--- config.mk ---
export PLATFORM = sky130hd
export DESIGN_NAME = rx_frame_counter_flat
export DESIGN_NICKNAME = d
export VERILOG_FILES = /design/src/rtl/rx_frame_counter_if.sv /design/src/rtl/rx_frame_counter.sv /design/src/flat_wrapper.sv
export SDC_FILE = /design/constraint.sdc
export NUM_CORES = 1
export LEC_CHECK = 0
export ABC_AREA = 1
export BUFFER_PORTS_ARGS = -buffer_cell sky130_fd_sc_hd__buf_2
export CELL_PAD_IN_SITES_DETAIL_PLACEMENT = 2
export CELL_PAD_IN_SITES_GLOBAL_PLACEMENT = 2
export CORE_MARGIN = 5
export CORE_UTILIZATION = 33
export CTS_BUF_LIST = sky130_fd_sc_hd__clkbuf_8 sky130_fd_sc_hd__clkbuf_16
export DETAILED_ROUTE_END_ITERATION = 7
export PLACE_DENSITY = 0.83
export SLEW_MARGIN = 10
export SYNTH_ARGS = -nofsm -noshare
export SYNTH_HDL_FRONTEND = slang
export SYNTH_SLANG_ARGS = --single-unit
--- constraint.sdc ---
create_clock -name rxclk_180 -period 7 [get_ports rxclk_180]
set_input_delay 1.05 -clock rxclk_180 [delete_from_list [all_inputs] [get_ports rxclk_180]]
set_output_delay 1.05 -clock rxclk_180 [all_outputs]
set_load 0.02 [all_outputs]
--- src/rtl/rx_frame_counter_if.sv ---
// Bundle of the XGMII word-tracking inputs and the lane-aligned strobes
// handed to the frame-departure stage.
interface rx_frame_counter_if;
   logic        get_sfd;
   logic        get_efd;
   logic        get_error_code;
   logic [15:0] lt_data;
   logic [15:0] tagged_len;

   logic        start_da;
   logic        start_lt;
   logic        tagged_frame;
   logic        end_data_cnt;
   logic [2:0]  bits_more;
   logic        small_frame;
   logic        end_small_cnt;
   logic [2:0]  small_bits_more;
   logic        receiving;
   logic        receiving_frame;
   logic        frame_err;
   logic [1:0]  err_code;

   modport master (
      output get_sfd, get_efd, get_error_code, lt_data, tagged_len,
      input  start_da, start_lt, tagged_frame, end_data_cnt, bits_more,
             small_frame, end_small_cnt, small_bits_more, receiving,
             receiving_frame, frame_err, err_code
   );

   modport slave (
      input  get_sfd, get_efd, get_error_code, lt_data, tagged_len,
      output start_da, start_lt, tagged_frame, end_data_cnt, bits_more,
             small_frame, end_small_cnt, small_bits_more, receiving,
             receiving_frame, frame_err, err_code
   );
endinterface

--- src/rtl/rx_frame_counter.sv ---
// Receive-side frame sequencer: follows one XGMII frame from SFD to EFD and
// produces word-aligned strobes plus length/oversize/abort error reporting.
//
//   state  | meaning
//   -------+-----------------------------------------------------------
//   IDLE   | between frames, waiting for an SFD word
//   DA     | word 1, destination address
//   LT     | word 2, length/type field
//   DATA   | word 3 onward, tracking payload until EFD
//   DROP   | frame already in error, discarding words until EFD
module rx_frame_counter #(
   parameter int MAX_BYTES = 1522,
   parameter int CNT_W     = 12
) (
   input  logic              rxclk_180,
   input  logic              reset,
   rx_frame_counter_if.slave rx
);

   typedef enum logic [2:0] {
      S_IDLE = 3'd0,
      S_DA   = 3'd1,
      S_LT   = 3'd2,
      S_DATA = 3'd3,
      S_DROP = 3'd4
   } state_t;

   localparam logic [15:0] TPID     = 16'h8100;
   localparam logic [31:0] OVER_LIM = 32'(MAX_BYTES + 8);

   state_t           state_q, state_d;
   logic [CNT_W-1:0] word_cnt_q, word_cnt_d;
   logic             tagged_q, tagged_d;
   logic [1:0]       pend_err_q, pend_err_d;
   logic [1:0]       err_code_q, err_code_d;
   logic             frame_err_q, frame_err_d;

   logic             tag_hit;
   logic             dec_ok;
   logic             len_mode;
   logic             type_mode;
   logic [15:0]      len;
   logic [16:0]      hdr;
   logic [16:0]      dlen;
   logic [16:0]      tot;
   logic [16:0]      small_tot;
   logic [16:0]      end_word;
   logic [16:0]      small_word;
   logic [16:0]      wc_ext;
   logic [CNT_W+2:0] wc_bytes;
   logic             over_size;
   logic             efd_early;
   logic             efd_late;
   logic             recv;
   logic             end_hit;
   logic             small_hit;
   logic             small_act;
   logic             done;
   logic [1:0]       done_code;

   // Length/type decode; the untagged decode waits for word 4 so a tag seen
   // on word 3 is known before any length-derived strobe is produced.
   always_comb begin
      wc_ext    = 17'(word_cnt_q);
      wc_bytes  = {word_cnt_q, 3'b000};
      tag_hit   = (state_q == S_DATA) && (word_cnt_q >= CNT_W'(3)) && (rx.lt_data == TPID);
      len       = tagged_q ? rx.tagged_len : rx.lt_data;
      hdr       = tagged_q ? 17'd18 : 17'd14;
      len_mode  = (len <= 16'd1500);
      type_mode = (len >= 16'h0600);
      dlen      = (len < 16'd46) ? 17'd46 : {1'b0, len};
      tot       = hdr + dlen;
      small_tot = hdr + {1'b0, len};
      end_word  = {3'b000, tot[16:3]} + 17'd1;
      small_word = {3'b000, small_tot[16:3]} + 17'd1;
      dec_ok    = (state_q == S_DATA) && (word_cnt_q >= CNT_W'(4));
      over_size = ({{(29-CNT_W){1'b0}}, wc_bytes} > OVER_LIM);
      efd_late  = dec_ok && len_mode && (wc_ext > end_word);
      if (!dec_ok) begin
         // EFD on word 3: only an untagged type frame can legitimately be that short
         efd_early = !((rx.lt_data >= 16'h0600) && (rx.lt_data != TPID));
      end else if (len_mode) begin
         efd_early = (wc_ext < end_word);
      end else begin
         efd_early = !type_mode;
      end
      end_hit   = dec_ok && len_mode && (wc_ext == end_word);
      small_act = dec_ok && len_mode && (len < 16'd46);
      small_hit = small_act && (wc_ext == small_word);
   end

   // receiving covers DA through the word holding the last FCS byte
   always_comb begin
      recv = 1'b0;
      case (state_q)
         S_DA, S_LT: recv = 1'b1;
         S_DATA: begin
            if (!dec_ok || !len_mode) begin
               recv = 1'b1;
            end else begin
               recv = (wc_ext <= (end_word + ((tot[2:0] > 3'd4) ? 17'd1 : 17'd0)));
            end
         end
         default: recv = 1'b0;
      endcase
   end

   // Next-state, counter and error bookkeeping
   always_comb begin
      state_d     = state_q;
      word_cnt_d  = word_cnt_q;
      tagged_d    = tagged_q | tag_hit;
      pend_err_d  = pend_err_q;
      frame_err_d = 1'b0;
      err_code_d  = err_code_q;
      done        = 1'b0;
      done_code   = 2'b00;

      if ((state_q != S_IDLE) && (word_cnt_q != '1)) begin
         word_cnt_d = word_cnt_q + CNT_W'(1);
      end

      case (state_q)
         S_IDLE: begin
            if (rx.get_sfd) begin
               state_d    = S_DA;
               word_cnt_d = CNT_W'(1);
               tagged_d   = 1'b0;
               pend_err_d = 2'b00;
               err_code_d = 2'b00;
            end
         end
         S_DA: state_d = S_LT;
         S_LT: state_d = S_DATA;
         S_DATA: begin
            if (rx.get_error_code) begin
               if (rx.get_efd) begin
                  done      = 1'b1;
                  done_code = 2'b11;
               end else begin
                  state_d    = S_DROP;
                  pend_err_d = 2'b11;
               end
            end else if (rx.get_efd) begin
               done      = 1'b1;
               done_code = efd_early ? 2'b01 : 2'b00;
            end else if (over_size) begin
               state_d    = S_DROP;
               pend_err_d = 2'b10;
            end else if (efd_late) begin
               state_d    = S_DROP;
               pend_err_d = 2'b01;
            end
         end
         S_DROP: begin
            if (rx.get_efd) begin
               done      = 1'b1;
               done_code = pend_err_q;
            end
         end
         default: state_d = S_IDLE;
      endcase

      if (done) begin
         state_d     = S_IDLE;
         word_cnt_d  = '0;
         tagged_d    = 1'b0;
         pend_err_d  = 2'b00;
         frame_err_d = |done_code;
         if (|done_code) begin
            err_code_d = done_code;
         end
      end

      // A fresh SFD mid-frame abandons the current frame and starts over at DA
      if (rx.get_sfd && (state_q != S_IDLE)) begin
         state_d     = S_DA;
         word_cnt_d  = CNT_W'(1);
         tagged_d    = 1'b0;
         pend_err_d  = 2'b00;
         frame_err_d = 1'b1;
         err_code_d  = 2'b11;
      end
   end

   // State and status registers
   always_ff @(posedge rxclk_180 or posedge reset) begin
      if (reset) begin
         state_q     <= S_IDLE;
         word_cnt_q  <= '0;
         tagged_q    <= 1'b0;
         pend_err_q  <= 2'b00;
         err_code_q  <= 2'b00;
         frame_err_q <= 1'b0;
      end else begin
         state_q     <= state_d;
         word_cnt_q  <= word_cnt_d;
         tagged_q    <= tagged_d;
         pend_err_q  <= pend_err_d;
         err_code_q  <= err_code_d;
         frame_err_q <= frame_err_d;
      end
   end

   assign rx.start_da        = (state_q == S_DA);
   assign rx.start_lt        = (state_q == S_LT);
   assign rx.tagged_frame    = tagged_q | tag_hit;
   assign rx.end_data_cnt    = end_hit;
   assign rx.bits_more       = end_hit ? tot[2:0] : 3'd0;
   assign rx.small_frame     = small_act;
   assign rx.end_small_cnt   = small_hit;
   assign rx.small_bits_more = small_hit ? small_tot[2:0] : 3'd0;
   assign rx.receiving       = recv;
   assign rx.receiving_frame = (state_q != S_IDLE);
   assign rx.frame_err       = frame_err_q;
   assign rx.err_code        = err_code_q;

endmodule
--- src/flat_wrapper.sv ---
// flat-port wrapper written by rule: the top's interface ports become plain ports
module rx_frame_counter_flat 
#(
   parameter int MAX_BYTES = 1522,
   parameter int CNT_W     = 12
)
  (rxclk_180, reset, rx_get_sfd, rx_get_efd, rx_get_error_code, rx_lt_data, rx_tagged_len, rx_start_da, rx_start_lt, rx_tagged_frame, rx_end_data_cnt, rx_bits_more, rx_small_frame, rx_end_small_cnt, rx_small_bits_more, rx_receiving, rx_receiving_frame, rx_frame_err, rx_err_code);
  rx_frame_counter_if rx_i ();
  input  logic rxclk_180;
  input  logic reset;
  input wire logic [$bits(rx_i.get_sfd)-1:0] rx_get_sfd;
  input wire logic [$bits(rx_i.get_efd)-1:0] rx_get_efd;
  input wire logic [$bits(rx_i.get_error_code)-1:0] rx_get_error_code;
  input wire logic [$bits(rx_i.lt_data)-1:0] rx_lt_data;
  input wire logic [$bits(rx_i.tagged_len)-1:0] rx_tagged_len;
  output wire logic [$bits(rx_i.start_da)-1:0] rx_start_da;
  output wire logic [$bits(rx_i.start_lt)-1:0] rx_start_lt;
  output wire logic [$bits(rx_i.tagged_frame)-1:0] rx_tagged_frame;
  output wire logic [$bits(rx_i.end_data_cnt)-1:0] rx_end_data_cnt;
  output wire logic [$bits(rx_i.bits_more)-1:0] rx_bits_more;
  output wire logic [$bits(rx_i.small_frame)-1:0] rx_small_frame;
  output wire logic [$bits(rx_i.end_small_cnt)-1:0] rx_end_small_cnt;
  output wire logic [$bits(rx_i.small_bits_more)-1:0] rx_small_bits_more;
  output wire logic [$bits(rx_i.receiving)-1:0] rx_receiving;
  output wire logic [$bits(rx_i.receiving_frame)-1:0] rx_receiving_frame;
  output wire logic [$bits(rx_i.frame_err)-1:0] rx_frame_err;
  output wire logic [$bits(rx_i.err_code)-1:0] rx_err_code;
  assign rx_i.get_sfd = rx_get_sfd;
  assign rx_i.get_efd = rx_get_efd;
  assign rx_i.get_error_code = rx_get_error_code;
  assign rx_i.lt_data = rx_lt_data;
  assign rx_i.tagged_len = rx_tagged_len;
  assign rx_start_da = rx_i.start_da;
  assign rx_start_lt = rx_i.start_lt;
  assign rx_tagged_frame = rx_i.tagged_frame;
  assign rx_end_data_cnt = rx_i.end_data_cnt;
  assign rx_bits_more = rx_i.bits_more;
  assign rx_small_frame = rx_i.small_frame;
  assign rx_end_small_cnt = rx_i.end_small_cnt;
  assign rx_small_bits_more = rx_i.small_bits_more;
  assign rx_receiving = rx_i.receiving;
  assign rx_receiving_frame = rx_i.receiving_frame;
  assign rx_frame_err = rx_i.frame_err;
  assign rx_err_code = rx_i.err_code;
  rx_frame_counter #(.MAX_BYTES(MAX_BYTES), .CNT_W(CNT_W)) u_core (.rxclk_180(rxclk_180), .reset(reset), .rx(rx_i));
endmodule
==> summary.md, run 1 <==
| Metric | Value |
|---|---|
| Iter 0 DRT Violations | `168` |
| Required time worst endpoint | `5.95 ns` |
| Top post-synthesis cells by count | `nand2_1 (120), inv_1 (104), nor2_1 (77), nand3_1 (49)` |
| Yosys warns | `0` |
| Number of synthesized flops with an enable pin | `0` |
| Critical path class | `in2out` |
| Status | `finished, final reports clean` |
| Top-area cell type share of the netlist area | `0.126` |
| Core area | `0.0125 mm²` |
| DRT Wirelength | `17100 µm` |
| Setup TNS | `0 ns` |
| Placed insts | `875` |
| Ratio of cells with drive above 1 in the final layout | `0.271` |
| Clock Path Buffers | `2` |
| Vias | `4636` |
| NumNets Final | `792` |
| Routed Antenna Nets | `0` |
| Synthesized area | `0.00417 mm²` |
| CP Launch Type | `primary input` |
| Worst Path Max Fanout | `6` |
| Final setup vio count | `0` |
| Worst Hold Slack | `0.502 ns` |
| H-tree levels | `1` |
| CTS Root Cell | `clkbuf_16` |
| N_diodes | `0` |
| Dpl hpwl | `13600 µm` |
| TritonCTS Buffers | `3` |
| Worst hold path type | `reg2reg` |
| CTS tree | `yes` |
| Slew Viols, Final | `0` |
| Max Clock Skew | `0.00621 ns` |
| P_leak | `2.55 nW` |
| Vias per cell | `5.20` |
| Initial core utilization | `0.333` |
| Die Y-Extent | `122 µm` |
| Iteration count of the initial detailed-routing pass | `5` |
| Max transition margin | `0.366` |
| Post-layout util | `0.405` |
| Tot GR Track Use | `0.218` |
| DRC | `0` |
| Post-Layout Cell Count | `891` |
| CP max-delay cell | `a221o_1` |
| Syn Inst Count | `647` |
| WL per Instance | `19.1 µm` |
| Post-synthesis sequential element count | `21` |
| Global placer's final weighted congestion | `0.953` |
| I/O pin count | `54` |
| Area delta synth->final | `21.6%` |
| Critical Path AT | `5.80 ns` |
| Die width | `122 µm` |
| Vias in the first global route | `5156` |
| Setup crit end kind | `output port` |
| Hold Vio Cnt, Final | `0` |
| Final worst path period share | `0.978` |
| CTS clk-pin slew, worst paths | `0.06 ns` |
| Leading area contributor after synthesis | `dfrtp_1` |
| Ys async rst share | `1.00` |
| CP max stage delay | `0.33 ns` |
| Net Count, Synth | `719` |
| Most frequent cell after synthesis | `nand2_1` |
| FP Rows | `41` |
| Remaining global-route overflow | `0` |
| Largest net degree at the start of global routing | `22` |
| Netlist cell types | `54` |
| Avg Inst Size Synth | `6.44 µm²` |
| Clock Latency Late Sink | `0.25 ns` |
| Power density over the cells | `148 mW/mm²` |
| Buffers on Ports | `53` |
| Sequential share of the synthesized area | `0.126` |
| Top_reg_cell synth | `dfrtp_1` |
| Max Cap Viol | `0` |
| Peak Freq | `0.146 GHz` |
| Clock Sinks | `21` |
| Max IR drop VDD | `0.165 mV` |
| CP dominant cell by count | `nand2_2` |
| Tmin final | `6.85 ns` |
| Least-Margin Pin Slew | `0.927 ns` |
| First-pass GRT wire length | `26200 µm` |
| Initial antenna violation count | `0` |
| Synth top area cells | `dfrtp_1 (13%), nand2_1 (11%), ha_1 (10%)` |
| Die area | `0.0150 mm²` |
==> flip-flops by register name (all words and copies together) (netlist names) <==
| name | count |
|---|---|
| u_core.pend_err_q | 2 |
| u_core.rx.err_code | 2 |
| u_core.rx.frame_err | 1 |
| u_core.state_q | 3 |
| u_core.tagged_q | 1 |
| u_core.word_cnt_q | 12 |
==> per-layer routing <==
metal / routed length (µm) / GRT usage / vias up
met5: 0 / 0 / -
met4: 153 / 0.0175 / 0
met3: 312 / 0.0129 / 12
met2: 9190 / 0.416 / 63
met1: 7410 / 0.279 / 2332
li1: - / - / 2229
==> cell families after synthesis <==
group / synth area share
buf+inv: 0.120
xor+xnor: 0.103
fa+ha+maj: 0.107
compound gates: 0.105
simple gates: 0.439
flops: 0.126
==> power by group <==
group | total, mW | internal, mW | switching [mW]
Combinational | 0.446 | 0.151 | 0.295
Sequential | 0.181 | 0.147 | 0.0345
Clock | 0.121 | 0.0762 | 0.0452
==> worst paths after layout <==
path	start	to	slack [ns]	depth (start not counted)
max reg2reg	u_core.tagged_q$_DFF_PP0_	u_core.pend_err_q[1]$_DFFE_PP0P_	1.65	38
min in group asynchronous	reset	u_core.word_cnt_q[4]$_DFF_PP0_	0.97	2
max	rx_lt_data[8]	rx_receiving	0.15	39
min	u_core.pend_err_q[0]$_DFFE_PP0P_	u_core.pend_err_q[0]$_DFFE_PP0P_	0.50	2
min reg2reg	u_core.pend_err_q[0]$_DFFE_PP0P_	u_core.pend_err_q[0]$_DFFE_PP0P_	0.50	2
max in group asynchronous	reset	u_core.tagged_q$_DFF_PP0_	5.44	2
==> worst max-delay path: cells and delay by family <==
kind / cells / cell delay (ns)
AND/OR/NAND/NOR: 20 / 2.13
adder cells (fa/ha/maj): 3 / 0.74
buffers and inverters: 11 / 0.84
XOR/XNOR: 2 / 0.42
AO/OA/AOI/OAI: 3 / 0.61
==> placed cells by master (no fill, tap or decap), types with 5 or more instances in the layout <==
master   instances
xnor2_1          9
nor2_4           8
nand3_1         47
xor2_1          32
nor3_1          10
ha_1            31
nor2_2           8
nor2_1          72
dfrtp_1         20
nor4_1          11
nand2_2         28
a21oi_2          5
o21ai_0         20
nand4_1         16
nand2_4         15
nand2_1        112
a21oi_1         16
buf_2           52
inv_2           12
inv_1          101
o21ai_1          6
buf_4           20
==> area by class of cell <==
cell class,count,area (µm²)
timing repair buffer,74,450
clock inverter,1,3.75
tap,172,215
inverter,114,435
fill,1580,7450
clock buffer,3,75.1
multi-input combinational,506,3360
sequential,21,527
==> stage by stage <==
| stage | setup slack [ns] | total power [mW] | area, µm² |
|---|---|---|---|
| after CTS | 0.00756 | 0.725 | 4770 |
| after detailed placement | -0.0778 | 0.593 | 4660 |
| final | 0.153 | 0.748 | 5060 |
| after floorplan | 0.593 | 0.446 | 4170 |
| after global placement | 0.105 | 0.560 | 4660 |
| after global routing | -0.107 | 0.807 | 5060 |
==> repair_timing <==
| item | CTS | global route |
|---|---|---|
| pin swaps | 0 | 14 |
| cloned | 0 | 0 |
| setup endpoints to repair | 1 | 5 |
| hold buffers | 0 | 0 |
| setup buffers | 0 | 12 |
| hold endpoints to repair | 0 | 0 |
| gates resized for setup | 5 | 49 |
No activity file was read; power rests on OpenSTA's default activity.
==> run 2: changes to the inputs <==
- CORE_UTILIZATION: 33 -> 35
- PLACE_DENSITY: 0.83 -> 0.88
- clock period: 7 -> 8 ns (I/O delays scaled with it)
==> run 2 against run 1 <==
Against the previous run: combinational power decreased by 14%; worst setup slack better by 0.085 ns; power shrank 12%; core utilization fell by 0.12 points; critical endpoint unchanged.
==> summary.md, run 2 (synthesis results as in run 1) <==
| Metric | Value |
|---|---|
| Die area | `0.0142 mm² (was 0.0150 mm²)` |
| Most frequent cells in the layout | `nand2_1 (117), inv_1 (105), nor2_1 (75) (was nand2_1 (112), inv_1 (101), nor2_1 (72))` |
| Ratio of cells with drive above 1 in the final layout | `0.211 (was 0.271)` |
| Critical Path AT | `6.56 ns (was 5.80 ns)` |
| Clock Latency Late Sink | `0.26 ns (was 0.25 ns)` |
| Status | `finished, final reports clean (unchanged)` |
| Max IR drop VDD | `0.205 mV (was 0.165 mV)` |
| NumNets Final | `774 (was 792)` |
| Post-layout util | `0.403 (was 0.405)` |
| WL per Instance | `22.5 µm (was 19.1 µm)` |
| Tot GR Track Use | `0.262 (was 0.218)` |
| Largest net degree at the start of global routing | `22 (unchanged)` |
| TritonCTS Buffers | `3 (unchanged)` |
| Area delta synth->final | `12.0% (was 21.6%)` |
| Worst Path Max Fanout | `7 (was 6)` |
| Global placer's final weighted congestion | `0.845 (was 0.953)` |
| Tmin final | `7.76 ns` |
| Largest Register | `u_core.word_cnt_q (unchanged)` |
| Final setup vio count | `0 (unchanged)` |
| First-pass GRT wire length | `29700 µm (was 26200 µm)` |
| Initial core utilization | `0.360 (was 0.333)` |
| Top flop regs | `u_core.word_cnt_q (12), u_core.state_q (3) (unchanged)` |
| Setup crit end kind | `output port (unchanged)` |
| Max reg flops | `12 (unchanged)` |
| I/O pin count | `54 (unchanged)` |
| Initial antenna violation count | `0 (unchanged)` |
| DRT Wirelength | `19000 µm (was 17100 µm)` |
| Hold Vio Cnt, Final | `0 (unchanged)` |
| Max Clock Skew | `0.00358 ns (was 0.00621 ns)` |
| Routed Antenna Nets | `0 (unchanged)` |
| Crit path buffers/inverters | `9 (was 11)` |
| CP max-delay cell | `fa_1 (was a221o_1)` |
| H-tree levels | `1 (unchanged)` |
| Critical path class | `in2out (unchanged)` |
| Hold Buf Count CTS | `0 (unchanged)` |
| Top delay family on crit path | `simple AND/OR/NAND/NOR gates (unchanged)` |
| Max Cap Viol | `0 (unchanged)` |
| Final worst path period share | `0.970` |
| Remaining global-route overflow | `0 (unchanged)` |
| Clock Sinks | `21 (unchanged)` |
| Clock Path Buffers | `2 (unchanged)` |
| FP Rows | `39 (was 41)` |
| CTS clk-pin slew, worst paths | `0.06 ns (about the same)` |
| Power density over the cells | `140 mW/mm² (was 148 mW/mm²)` |
| Vias in the first global route | `5477 (was 5156)` |
| Die Y-Extent | `119 µm (was 122 µm)` |
| Vias | `4740 (was 4636)` |
| Required time worst endpoint | `6.80 ns (was 5.95 ns)` |
| CTS Root Cell | `clkbuf_16 (unchanged)` |
| CP dominant cell by count | `inv_1 (was nand2_2)` |
| CP Launch Type | `primary input (unchanged)` |
| CP max stage delay | `0.50 ns (was 0.33 ns)` |
| Least-Margin Pin Slew | `0.877 ns (was 0.927 ns)` |
| Core area | `0.0116 mm² (was 0.0125 mm²)` |
| Worst hold path type | `reg2reg (unchanged)` |
| Tot Pwr | `655 µW (was 748 µW)` |
| DRC | `0 (unchanged)` |
| Iteration count of the initial detailed-routing pass | `5 (unchanged)` |
| Buffers on Ports | `53 (unchanged)` |
| Slew Viols, Final | `0 (unchanged)` |
| Dpl hpwl | `14000 µm (was 13600 µm)` |
| CTS tree | `yes (unchanged)` |
| P_leak | `2.40 nW (was 2.55 nW)` |
| Peak Freq | `0.129 GHz` |
| Die width | `119 µm (was 122 µm)` |
| Iter 0 DRT Violations | `224 (was 168)` |
| Vias per cell | `5.62 (was 5.20)` |
| Max transition margin | `0.400 (was 0.366)` |
| N_diodes | `0 (unchanged)` |
| Commonest non-fill, non-tap cell in the layout | `nand2_1 (unchanged)` |
## run 2: cell types whose count changed in the layout (fill, tap and decap cells not counted), moves of 5 or more
cell	previous run	this run
nand2_4	15	10
buf_4	20	3
nand2_1	112	117
a21oi_1	16	21
## run 2: metal layers
layer | global-route usage | wire (µm)
met5 | 0 | 0
met4 | 0.0978 | 663
met3 | 0.0251 | 604
met2 | 0.491 | 9930
met1 | 0.307 | 7800
## run 2: final timing paths
path | end | depth (start not counted) | slack (ns) | startpoint
max | rx_receiving | 33 | 0.24 | rx_lt_data[10]
min | u_core.pend_err_q[1]$_DFFE_PP0P_ | 2 | 0.53 | u_core.pend_err_q[1]$_DFFE_PP0P_
max reg2reg | u_core.pend_err_q[0]$_DFFE_PP0P_ | 30 | 2.09 | u_core.tagged_q$_DFF_PP0_
min reg2reg | u_core.pend_err_q[1]$_DFFE_PP0P_ | 2 | 0.53 | u_core.pend_err_q[1]$_DFFE_PP0P_
max in group asynchronous | u_core.tagged_q$_DFF_PP0_ | 2 | 6.28 | reset
min in group asynchronous | u_core.word_cnt_q[9]$_DFF_PP0_ | 2 | 1.12 | reset
## run 2: tightest hold or removal path, stage by stage (launching register included)
cell and delay [ns]:
dfrtp_1 0.38, nand2_1 0.07, nand2_1 0.05
## run 2: final cells by class
cell class                      count  area, µm²
Clock buffer                        3       75.1
Fill cell                        1426       6900
Multi-Input combinational cell    506       3160
Tap cell                          143        179
Clock inverter                      1       3.75
Timing Repair Buffer               56        288
Inverter                          114        435
Sequential cell                    21        527
## run 2: what timing repair did
| item | 4_1_cts | 5_1_grt |
|---|---|---|
| buffers inserted | 0 | 2 |
| hold endpoints to repair | 0 | 0 |
| resized for setup | 0 | 8 |
| endpoints found under the setup margin | 0 | 1 |
## run 2: power by group
group	switching, mW	internal [mW]	total (mW)
clock	0.0459	0.0670	0.113
combinational	0.266	0.119	0.385
sequential	0.0294	0.128	0.158
## run 2: stage by stage
step,std cells,hold slack (ns),TNS [ns],area (µm²),setup slack (ns)
after floorplan,647,0.442,0,4170,1.29
after global placement,838,0.468,0,4550,0.736
after detailed placement,838,0.508,0,4550,0.336
after CTS,842,0.532,0,4630,0.161
after global routing,844,0.553,-0.120,4670,-0.120
final,844,0.532,0,4670,0.238
==> run 3: changes to the inputs <==
- ABC_AREA: 1 -> unset
- CORE_UTILIZATION: 35 -> 38
- RECOVER_POWER: unset -> 25
==> run 3 against run 2 <==
Against the previous run: the flow now finishes with violations (negative setup slack); hold slack improved by 0.055 ns; largest power group unchanged; clock power fell by 33%; flip-flop and latch count did not move; critical endpoint unchanged.
==> summary.md, run 3 <==
| Metric | Value |
|---|---|
| TritonCTS Buffers | `3 (unchanged)` |
| Max IR drop VDD | `0.103 mV (was 0.205 mV)` |
| Global placer's final weighted congestion | `0.952 (was 0.845)` |
| Final Worst Setup Slack | `-0.571 ns (was 0.238 ns)` |
| Iteration count of the initial detailed-routing pass | `5 (unchanged)` |
| Vias | `5187 (was 4740)` |
| Vias per cell | `7.12 (was 5.62)` |
| Power density over the cells | `112 mW/mm² (was 140 mW/mm²)` |
| Status | `complete, but fails checks (was finished, final reports clean)` |
| Final setup vio count | `6 (was 0)` |
| CP max-delay cell | `nor4_1 (was fa_1)` |
| Largest Register | `u_core.word_cnt_q (unchanged)` |
| Vias in the first global route | `5466 (was 5477)` |
| Worst Hold Slack | `0.587 ns (was 0.532 ns)` |
| CTS Root Cell | `clkbuf_8 (was clkbuf_16)` |
| Top_reg_cell synth | `dfrtp_1 (unchanged)` |
| Number of synthesized flops with an enable pin | `0 (unchanged)` |
| Critical Path AT | `7.37 ns (was 6.56 ns)` |
| # fillers | `1145 (was 1426)` |
| H-tree levels | `1 (unchanged)` |
| Most frequent cell after synthesis | `nand2_1 (unchanged)` |
| Largest net degree at the start of global routing | `23 (was 22)` |
| Initial antenna violation count | `0 (unchanged)` |
| Top post-synthesis cells by count | `nand2_1 (42), nor2_1 (41), ha_1 (34), xnor2_1 (33), xor2_1 (29) (was nand2_1 (120), inv_1 (104), nor2_1 (77), nand3_1 (49))` |
| Worst Reg2Reg Path Length in Cells | `27 (was 30)` |
| Iter 0 DRT Violations | `432 (was 224)` |
| DRT Wirelength | `25200 µm (was 19000 µm)` |
| Syn Inst Count | `507 (was 647)` |
| Ratio of cells with drive above 1 in the final layout | `0.307 (was 0.211)` |
| Worst Setup SP | `rx_tagged_len[7] (was rx_lt_data[10])` |
| Critical path class | `in2out (unchanged)` |
| RSZ-0062 raised after global routing | `true` |
| Hold path depth | `2 (unchanged)` |
| Final worst path period share | `1.07 (was 0.970)` |
| Netlist cell types | `87 (was 54)` |
| CP max stage delay | `0.61 ns (was 0.50 ns)` |
| Slew Viols, Final | `0 (unchanged)` |
| Synth top area cells | `dfrtp_1 (13%), ha_1 (10%), xnor2_1 (7.1%) (was dfrtp_1 (13%), nand2_1 (11%), ha_1 (10%))` |
| Top flop regs | `u_core.word_cnt_q (12), u_core.state_q (3) (unchanged)` |
| Hold Vio Cnt, Final | `0 (unchanged)` |
| Reg2Reg Setup Slack | `0.48 ns (was 2.09 ns)` |
| Yosys warns | `0 (unchanged)` |
| First-pass GRT wire length | `33100 µm (was 29700 µm)` |
| Failing checks | `negative setup slack` |
| Commonest non-fill, non-tap cell in the layout | `buf_2 (was nand2_1)` |
| Post-synthesis sequential element count | `21 (unchanged)` |
| Power share of the clock group | `0.133 (was 0.172)` |
| Leading area contributor after synthesis | `dfrtp_1 (unchanged)` |
| P_leak | `2.08 nW (was 2.40 nW)` |
| P_int | `280 µW (was 314 µW)` |
| Crit path to | `rx_receiving (unchanged)` |
| Remaining global-route overflow | `0 (unchanged)` |
| Max reg flops | `12 (unchanged)` |
| Ys async rst share | `1.00 (unchanged)` |
| Worst Path Max Fanout | `4 (was 7)` |
| Net switching power | `286 µW (was 341 µW)` |
| Max Clock Skew | `0.00921 ns (was 0.00358 ns)` |
| Required time worst endpoint | `6.80 ns (about the same)` |
| Reg2reg start | `u_core.tagged_q$_DFF_PP0_ (unchanged)` |
| Sw Share | `0.505 (was 0.521)` |
| Dpl hpwl | `15400 µm (was 14000 µm)` |
| Sequential share of the synthesized area | `0.130 (was 0.126)` |
| Area delta synth->final | `24.6% (was 12.0%)` |
| Setup TNS | `-1.61 ns (was 0 ns)` |
| Most frequent cells in the layout | `buf_2 (52), buf_4 (44), nand2_1 (40) (was nand2_1 (117), inv_1 (105), nor2_1 (75))` |
| Setup crit end kind | `output port (unchanged)` |
| Die area | `0.0128 mm² (was 0.0142 mm²)` |
| Synthesized area | `0.00406 mm² (was 0.00417 mm²)` |
| Core area | `0.0104 mm² (was 0.0116 mm²)` |
| Die Y-Extent | `113 µm (was 119 µm)` |
| Post-layout util | `0.487 (was 0.403)` |
| DRC | `0 (unchanged)` |
| Peak Freq | `0.117 GHz (was 0.129 GHz)` |
| Max transition margin | `0.422 (was 0.400)` |
| Worst hold path type | `reg2reg (unchanged)` |
| Hold Buf Count CTS | `0 (unchanged)` |
| Buffers on Ports | `53 (unchanged)` |
| Sequential share of power | `0.236 (was 0.241)` |
| I/O pin count | `54 (unchanged)` |
| Reg2reg end | `u_core.rx.err_code[1]$_DFF_PP0_ (was u_core.pend_err_q[0]$_DFFE_PP0P_)` |
| N_diodes | `0 (unchanged)` |
| Tot GR Track Use | `0.334 (was 0.262)` |
| Comb power frac | `0.631 (was 0.587)` |
| Clock Path Buffers | `2 (unchanged)` |
| NumNets Final | `666 (was 774)` |
| Die width | `113 µm (was 119 µm)` |
| CTS tree | `yes (unchanged)` |
| Clock Latency Late Sink | `0.28 ns (was 0.26 ns)` |
| CTS clk-pin slew, worst paths | `0.08 ns (was 0.06 ns)` |
| WL per Instance | `34.5 µm (was 22.5 µm)` |
| Max Cap Viol | `0 (unchanged)` |
| Net Count, Synth | `579 (was 719)` |
| Avg Inst Size Synth | `8.00 µm² (was 6.44 µm²)` |
| Initial core utilization | `0.391 (was 0.360)` |
| CP Launch Type | `primary input (unchanged)` |
| Setup WS pre-CTS | `-0.455 ns (was 0.336 ns)` |
| Top-area cell type share of the netlist area | `0.130 (was 0.126)` |
| CP dominant cell by count | `o21a_1 (was inv_1)` |
| Routed Antenna Nets | `0 (unchanged)` |
| Least-Margin Pin Slew | `0.843 ns (was 0.877 ns)` |
| Clock Sinks | `21 (unchanged)` |
| FP Rows | `37 (was 39)` |
| Tmin final | `8.57 ns (was 7.76 ns)` |
==> run 3: metrics by stage <==
stage | power [mW] | instance area, µm² | cells
after floorplan | 0.301 | 4060 | 507
after global placement | 0.386 | 4700 | 716
after detailed placement | 0.412 | 4700 | 716
after CTS | 0.506 | 4900 | 723
after global routing | 0.585 | 5050 | 729
final | 0.566 | 5050 | 729
==> run 3: repair_timing <==
action	4_1_cts	5_1_grt
pin swaps	13	20
gates resized for setup	28	18
endpoints found under the setup margin	5	5
setup buffers	4	6
==> run 3: kinds of logic (layout without fill, tap and decap cells) <==
| kind of cell | count (synthesis) | count (layout) | synth area share |
|---|---|---|---|
| and+or+nand+nor | 227 | 227 | 0.313 |
| muxes | 18 | 18 | 0.0497 |
| AOI/OAI and AO/OA | 108 | 108 | 0.208 |
| DFF | 21 | 21 | 0.130 |
| xor gates and xnor gates | 67 | 67 | 0.159 |
| buffers and inverters | 31 | 117 | 0.0305 |
| adders and majority gates | 35 | 35 | 0.110 |
==> run 3: worst min path at each step <==
stage,from,endpoint,slack (ns)
after global routing,u_core.rx.err_code[1]$_DFF_PP0_,u_core.rx.err_code[1]$_DFF_PP0_,0.61
final,u_core.rx.err_code[0]$_DFF_PP0_,u_core.rx.err_code[0]$_DFF_PP0_,0.59
after floorplan,u_core.pend_err_q[1]$_DFFE_PP0P_,u_core.pend_err_q[1]$_DFFE_PP0P_,0.49
after detailed placement,u_core.rx.err_code[1]$_DFF_PP0_,u_core.rx.err_code[1]$_DFF_PP0_,0.50
after CTS,u_core.pend_err_q[1]$_DFFE_PP0P_,u_core.pend_err_q[1]$_DFFE_PP0P_,0.56
after global placement,u_core.rx.err_code[1]$_DFF_PP0_,u_core.rx.err_code[1]$_DFF_PP0_,0.49
==> run 3: final cells by class <==
class / count / area, µm² / area share
Sequential cell: 21 / 526 / 0.104
Clock buffer: 3 / 41.3 / 0.00817
Inverter: 15 / 56.3 / 0.0111
Clock inverter: 1 / 3.75 / 0.000743
Multi-Input combinational cell: 455 / 3640 / 0.721
Tap cell: 136 / 170 / 0.0337
Timing Repair Buffer: 98 / 613 / 0.121
==> run 3: power by group through the flow <==
stage,Combinational [mW],Clock (mW),Sequential (mW)
2_1_floorplan,0.174,0,0.127
3_3_place_gp,0.255,0,0.131
3_5_place_dp,0.280,0,0.132
4_1_cts,0.304,0.0713,0.131
5_1_grt,0.371,0.0807,0.133
6_report,0.357,0.0754,0.134
==> run 3: worst max-delay path: cells and delay by family <==
family | cells | cell delay [ns]
compound gates | 14 | 2.85
buf+inv | 7 | 1.24
simple gates | 2 | 0.82
fa+ha+maj | 3 | 0.70
xor+xnor | 3 | 0.54
==> run 3: layer usage <==
layer	track usage	up-vias	routed length [µm]
met2	0.585	354	12200
met3	0.0567	154	1900
met5	0	-	0
li1	-	2068	-
met4	0.154	0	1740
met1	0.397	2611	9290
